<file path="config.mk">
export PLATFORM = sky130hd
export DESIGN_NAME = demux_1_n_stream
export DESIGN_NICKNAME = d
export VERILOG_FILES = /design/src/rtl/demux_1_n_stream.sv
export SDC_FILE = /design/constraint.sdc
export NUM_CORES = 1
export LEC_CHECK = 0
export ABC_AREA = 1
export CAP_MARGIN = 10
export CORE_UTILIZATION = 41
export CTS_CLUSTER_DIAMETER = 120
export DETAILED_ROUTE_END_ITERATION = 12
export PLACE_DENSITY = 0.75
export SETUP_SLACK_MARGIN = 0.3
export SYNTH_ARGS = -nofsm -noshare
export SYNTH_HDL_FRONTEND = slang
export SYNTH_SLANG_ARGS = --single-unit
</file>
<file path="constraint.sdc">
create_clock -name clk -period 1.05 [get_ports clk]
set_input_delay 0.105 -clock clk [delete_from_list [all_inputs] [get_ports clk]]
set_output_delay 0.105 -clock clk [all_outputs]
set_load 0.02 [all_outputs]
</file>
<file path="src/rtl/demux_1_n_stream.sv">
// ---------------------------------------------------------------------------
// demux_1_n_stream
//
// Registered 1:N stream demultiplexer. Each input beat is steered by in_sel
// into a one-entry holding register for that channel. A beat whose select is
// outside 0..N_CH-1 is always accepted, discarded, and reported on
// drop_pulse one cycle later.
//
// Handshake rule (input and every output channel): a beat moves on a rising
// clk edge where valid && ready are both high. valid never waits on ready;
// once raised, valid and data hold steady until the transfer happens.
// in_ready is combinational from in_sel, out_valid and out_ready only, and
// never looks at in_valid.
//
// Parameters:
//   N_CH   : number of output channels (2..16)
//   DATA_W : payload width
//   SEL_W  : select width, N_CH <= 2**SEL_W
//
// Ports:
//   clk        : clock, rising edge
//   rst_n      : asynchronous active-low reset
//   in_data    : input payload
//   in_sel     : destination channel index
//   in_valid   : producer has a beat
//   in_ready   : block accepts the beat this cycle
//   out_data   : flattened, channel c at [c*DATA_W +: DATA_W]
//   out_valid  : channel c holds a beat
//   out_ready  : consumer c accepts this cycle
//   drop_pulse : one-cycle pulse after an out-of-range beat was consumed
//
// Optional feature, macro DEMUX_XFER_CNT_EN:
//   cnt_clr    : synchronous clear of all transfer counters
//   xfer_cnt   : flattened 16-bit saturating per-channel handshake counters,
//                channel c at [c*16 +: 16]
// ---------------------------------------------------------------------------
module demux_1_n_stream #(
   parameter int N_CH   = 4,
   parameter int DATA_W = 8,
   parameter int SEL_W  = 2
) (
   input  logic                   clk,
   input  logic                   rst_n,
   input  logic [DATA_W-1:0]      in_data,
   input  logic [SEL_W-1:0]       in_sel,
   input  logic                   in_valid,
   output logic                   in_ready,
   output logic [N_CH*DATA_W-1:0] out_data,
   output logic [N_CH-1:0]        out_valid,
   input  logic [N_CH-1:0]        out_ready,
`ifdef DEMUX_XFER_CNT_EN
   input  logic                   cnt_clr,
   output logic [N_CH*16-1:0]     xfer_cnt,
`endif
   output logic                   drop_pulse
);

   int                sel_int;
   logic              in_range;
   logic [N_CH-1:0]   load;
   logic              drop_q;
   logic [DATA_W-1:0] data_q [N_CH];
   logic [N_CH-1:0]   valid_q;

   assign sel_int  = int'(in_sel);
   assign in_range = (sel_int < N_CH);

   // Out-of-range beats are always taken; an in-range beat may enter if its
   // slot is empty or is being drained in this same cycle.
   always_comb begin
      in_ready = 1'b1;
      for (int c = 0; c < N_CH; c++) begin
         if (sel_int == c) begin
            in_ready = !valid_q[c] || out_ready[c];
         end
      end
   end

   genvar g;
   generate
      for (g = 0; g < N_CH; g++) begin : g_ch
         assign load[g] = in_valid && in_ready && (sel_int == g);

         // A load in the same cycle as a drain wins, keeping the slot full
         // so a channel sustains one beat per cycle.
         always_ff @(posedge clk or negedge rst_n) begin
            if (!rst_n) begin
               valid_q[g] <= 1'b0;
               data_q[g]  <= '0;
            end else if (load[g]) begin
               valid_q[g] <= 1'b1;
               data_q[g]  <= in_data;
            end else if (out_ready[g]) begin
               valid_q[g] <= 1'b0;
            end
         end

         assign out_data[g*DATA_W +: DATA_W] = data_q[g];
      end
   endgenerate

   always_ff @(posedge clk or negedge rst_n) begin
      if (!rst_n) begin
         drop_q <= 1'b0;
      end else begin
         drop_q <= in_valid && !in_range;
      end
   end

   assign out_valid  = valid_q;
   assign drop_pulse = drop_q;

`ifdef DEMUX_XFER_CNT_EN
   logic [15:0] cnt_q [N_CH];

   generate
      for (g = 0; g < N_CH; g++) begin : g_cnt
         // Clear has priority; the count sticks at all-ones.
         always_ff @(posedge clk or negedge rst_n) begin
            if (!rst_n) begin
               cnt_q[g] <= '0;
            end else if (cnt_clr) begin
               cnt_q[g] <= '0;
            end else if (valid_q[g] && out_ready[g] && (cnt_q[g] != 16'hFFFF)) begin
               cnt_q[g] <= cnt_q[g] + 16'd1;
            end
         end

         assign xfer_cnt[g*16 +: 16] = cnt_q[g];
      end
   endgenerate
`endif

endmodule

</file>
======== After elaboration in Yosys (flattened, before gate mapping) ========
Index checks and enable logic that the tools add are counted.
storage, ports and cells
  output and inout bits ................... 38
  word-level logic and storage cells ...... 45
  input bits .............................. 17
  bits in registers ....................... 37
operators by class
  multiplexer cells ....................... 12
  order comparisons ....................... 1
  reductions and logical operators ........ 20
  equality and inequality tests ........... 3
operators with widths
  cell                number
  $logic_not 32->1    1
  $mux 1              12
  $reduce_bool 2->1   4
  $logic_and 1x1->1   6
  $logic_not 1->1     5
  $eq 2x2->1 const B  2
  $logic_or 1x1->1    4
  $lt 2x3->1 const B  1
  $eq 2x1->1 const B  1

======== Logic depth before layout (Yosys ltp) ========
  depth in word-level cells ............... 9
  depth in mapped cells ................... 9
  depth with buffers taken out ............ 8

======== Worst setup path after synthesis ========
Ideal clock, no wire load.
  kind .................................... register to register
  from .................................... register valid_q[0], in the netlist out_valid[0]
  to ...................................... register data_q (netlist bit out_data[0])
  data required time ...................... 0.932 ns
  period minus slack after synthesis ...... 1.269 ns
  setup time .............................. 0.118 ns
  arrival time ............................ 1.151 ns
  path slack .............................. -0.219 ns
  cell stages (with the launch flop) ...... 9
  buffers on the path ..................... 0
  cell sequence ........................... dfrtp_1 > inv_1 > nor2_1 > nand2_4 > nand2_1 > nor2_4 > nand4_4 > nand2_1 > nand2_1
on the way
  longest elaborated chain between the ends .. 8
ends and longest elaborated chain
  element                           line  source
  start: declaration                63    logic [N_CH-1:0] valid_q;
  start signal: indexed assignment  88    valid_q[g] <= 1'b0;
  start signal: indexed assignment  91    valid_q[g] <= 1'b1;
  start signal: indexed assignment  94    valid_q[g] <= 1'b0;
  $logic_not 1->1                   74    in_ready = !valid_q[c] || out_ready[c];
  $logic_or 1x1->1                  74
  $mux 1 (4 in a row)               73    if (sel_int == c) begin
  $logic_and 1x1->1 (2 in a row)    82    assign load[g] = in_valid && in_ready && (sel_int == g);
  end signal: indexed assignment    92    data_q[g] <= in_data;
  end: declaration                  62    logic [DATA_W-1:0] data_q [N_CH];
No other way between the ends.
A chain may end at the register's enable or synchronous reset.

======== Worst setup path after layout ========
  from .................................... register valid_q[1], in the netlist out_valid[1]
  to ...................................... output in_ready
on the way
  longest elaborated chain between the ends .. 5
ends and longest elaborated chain
  element              line  source
  $logic_not 1->1      74
  $logic_or 1x1->1     74
  $mux 1 (3 in a row)  73
  end: declaration     47    output logic in_ready,
No other way between the ends.

==> flow_summary.ini <==
[outcome]
status = finished, violations left
violated_checks = negative setup slack

[setup_path]
worst-path-max-fanout = 2
cp_data_required_time_ns = 0.94
cp_data_arrival_time_ns = 1.35
critPathSlowestCell = sky130_fd_sc_hd__dfrtp_2
cpPeakStageDelay_ns = 0.41
crit_chain = inv_2 -> nor2_2 -> nand2_2 -> nand3_2 -> nor2_4 -> buf_6
category_of_the_worst_setup_path_capture_point = output port
path_buf_inv = 2
path_class = reg2out
cpLargestDelayFamily = simple AND/OR/NAND/NOR gates
cp-start-kind = register

[synthesis]
post_synthesis_sequential_element_count = 36
proportion_of_synthesized_chip_area_in_sequential_cells_pct = 52.5
synthesis.area_sq_um = 1720
synth_cell_types = 21
synth_top_flop_cell = sky130_fd_sc_hd__dfrtp_1
xor_and_xnor_fraction_of_the_mapped_netlist_area_pct = 0
dominant_combinational_cell_family_by_area_after_synthesis = simple AND/OR/NAND/NOR gates
synth_top_area_share_pct = 52.5
synth-simple-area-share_pct = 38.5
most_used_standard_cell_by_instance_count_after_synthesis = sky130_fd_sc_hd__nand2_1
muxShareOfSynthArea_pct = 0
synth_cells = 182
post_synth_fa_ha_maj_area_fraction_pct = 0
ys_top_cells_by_area = sky130_fd_sc_hd__dfrtp_1 52%, sky130_fd_sc_hd__nand2_1 15%, sky130_fd_sc_hd__nand4_1 12%
synth-compound-area-share_pct = 0.875
synthesis.yosys.warnings = 0
synth-edff-count = 0
synth_nets = 199
synth_area_leader_cell = sky130_fd_sc_hd__dfrtp_1
synthArstFlopShare_pct = 100
synth_top_cells_by_count = 69 x sky130_fd_sc_hd__nand2_1, 36 x sky130_fd_sc_hd__dfrtp_1, 32 x sky130_fd_sc_hd__nand4_1
avgSynthCellArea_sq_um = 9.43

[cts]
cts-root-buf = sky130_fd_sc_hd__clkbuf_8
htreeDepth = 2
holdBufCountCts = 0
clock_sinks = 36
cts-root-to-sink-buffers = 2
clkLatencyLatePin_ns = 0.30
tritoncts = done
clk_pin_slew_ns = 0.06
cts_buf_count = 5

[pwr]
share_clk_of_total_power_pct = 25.3
sequential_power_share_pct = 36.0
comb_power_share_pct = 38.7
power.internal_mw = 3.59
p_per_area_nw_per_um2 = 1750
total_switching_power_mw = 1.68
power_leakage_nw = 1.49
power.total_mw = 5.27
p_sw_share_pct = 31.9
ir_worst_vdd_v = 0.00112

[grt]
grt_overflow_total = 0
groute.usage.overall_pct = 25.9
initial_antenna_violation_count = 0
global_route_wire_length_before_repair_um = 8210
first_global_vias = 1634
grt_start_max_net_pins = 37

[route]
detail-route-antenna-nets = 0
wl_per_cell_um = 15.7
drt-initial-drc-count = 142
drt-total-wl_um = 5280
routed_via_density = 5.25
drc_errors = 0
drt_pre_antenna_iters = 4
vias = 1769

[finish]
final-instance-count-excl-fill = 337
antenna-diode-count = 0
fill_cells = 286
layout-drive-gt1-share_pct = 50.2
utilization_pct = 75.2
finalNetCount = 303
layout-area-overhead-vs-synth_pct = 75.2

[sta]
maxSlewViolCount = 0
timing.final.crit_share_pct = 138
final_worst_slack_ns = -0.403
maxClockFrequency_mhz = 688
fin_setup_tns_ns = -11.08
post-route-min-period_ns = 1.45
report.final.hold_viol_count = 0
fin_skew_ns = 0.00992
finalSetupViolCount = 38
grt_setup_unrepaired = true

[place]
detailed_place_hpwl_um = 3040
post-place-ws_ns = -0.772
dp.cells = 298
port_buffers = 53
routabilityCongestion = 0.775

[worst_hold_path]
hold_class = in2async

[die]
initial_core_utilization_pct = 42.9
die_area_sq_um = 4450
core_area_sq_um = 4000
boundary_pin_count = 55
die_height_um = 66.7
placementRows = 23
dieWidth_um = 66.7

[job]
max_cap_viol_count = 0
-- cells by family after synthesis --
family                 after synthesis
flip-flops                          36
AND/OR/NAND/NOR                    122
buffers and inverters               20
other                                1
AO/OA/AOI/OAI                        3
-- path summary, 6_finish.rpt --
path,slack (ns),to,from,depth (start not counted)
hold / removal,0.20,out_valid[2]$_DFFE_PN0P_,rst_n,2
max in group asynchronous,0.66,out_valid[3]$_DFFE_PN0P_,rst_n,2
setup / recovery,-0.40,in_ready,out_valid[1]$_DFFE_PN0P_,6
hold reg to reg,0.51,out_data[26]$_DFFE_PN0P_,out_data[26]$_DFFE_PN0P_,2
min in group clk,0.43,out_valid[0]$_DFFE_PN0P_,out_ready[0],2
setup reg to reg,-0.34,out_data[16]$_DFFE_PN0P_,out_valid[0]$_DFFE_PN0P_,10
-- cell usage in the layout, fill, tap and decap left out, types with 2 or more instances in the layout --
cell type                         count
sky130_fd_sc_hd__nand2_2             18
sky130_fd_sc_hd__buf_4               39
sky130_fd_sc_hd__inv_6                2
sky130_fd_sc_hd__nor2_1               2
sky130_fd_sc_hd__nand4_4              7
sky130_fd_sc_hd__dfrtp_2              4
sky130_fd_sc_hd__nand4_1             32
sky130_fd_sc_hd__nand2_4              2
sky130_fd_sc_hd__clkbuf_8             7
sky130_fd_sc_hd__nand2_1             52
sky130_fd_sc_hd__inv_2                3
sky130_fd_sc_hd__buf_6               42
sky130_fd_sc_hd__nor2_2               3
sky130_fd_sc_hd__nand3_2              2
sky130_fd_sc_hd__buf_12               5
sky130_fd_sc_hd__inv_1                4
sky130_fd_sc_hd__dfrtp_1             32
sky130_fd_sc_hd__clkdlybuf4s50_1     15
sky130_fd_sc_hd__nor2_4               6
-- what timing repair did --
action | CTS | global route
pin swaps | 18 | 10
setup buffers | 15 | 12
gates cloned | 4 | 0
setup endpoints to repair | 73 | 73
gates resized for setup | 235 | 21
-- area by class of cell --
type                    count  area [sq um]  area share [%]
repair buffers            103          1030            34.2
flip-flops and latches     36           906            30.1
multi-input cells         130           836            27.8
clock buffers               7          96.3            3.20
well taps                  50          62.6            2.08
inverters                  10          47.5            1.58
clock inverters             1          30.0           0.998
-- power by group through the flow --
stage                     clock, mW  combinational (mW)  sequential (mW)
after floorplan                   0               0.401             2.18
after global placement            0                1.54             1.85
after detailed placement          0                1.57             1.86
after CTS                      1.36                1.85             1.88
after global routing           1.41                2.19             1.92
final                          1.33                2.04             1.90
-- sequential cells by signal, summed over array words and instances (netlist names) --
name / cells
out_valid: 4
out_data: 32
-- per-layer routing --
layer | share of wire [%] | track usage (%) | wire length, um | up-vias
li1 | - | - | - | 835
met1 | 40 | 33.6 | 2130 | 836
met2 | 49 | 41.2 | 2580 | 87
met3 | 8.4 | 6.34 | 444 | 11
met4 | 2.3 | 10.1 | 123 | 0
met5 | 0 | 0 | 0 | -
-- worst reg2reg max path, cell delays in order, from the launching register on --
cell and delay, ns:
sky130_fd_sc_hd__dfrtp_2 0.41, sky130_fd_sc_hd__inv_2 0.06, sky130_fd_sc_hd__nor2_2 0.05, sky130_fd_sc_hd__nand2_4 0.06
sky130_fd_sc_hd__buf_6 0.10, sky130_fd_sc_hd__nand2_4 0.04, sky130_fd_sc_hd__nor2_4 0.09, sky130_fd_sc_hd__buf_12 0.15
sky130_fd_sc_hd__nand4_4 0.16, sky130_fd_sc_hd__nand2_2 0.10, sky130_fd_sc_hd__nand2_1 0.05
-- per-stage QoR --
stage / hold WS, ns / cell area (sq um)
floorplan: -0.191 / 1730
global placement: 0.464 / 2440
detailed placement: 0.466 / 2440
CTS: 0.203 / 2860
global route: 0.220 / 3010
finish: 0.201 / 3010
Power figures use the tool's default switching activity.
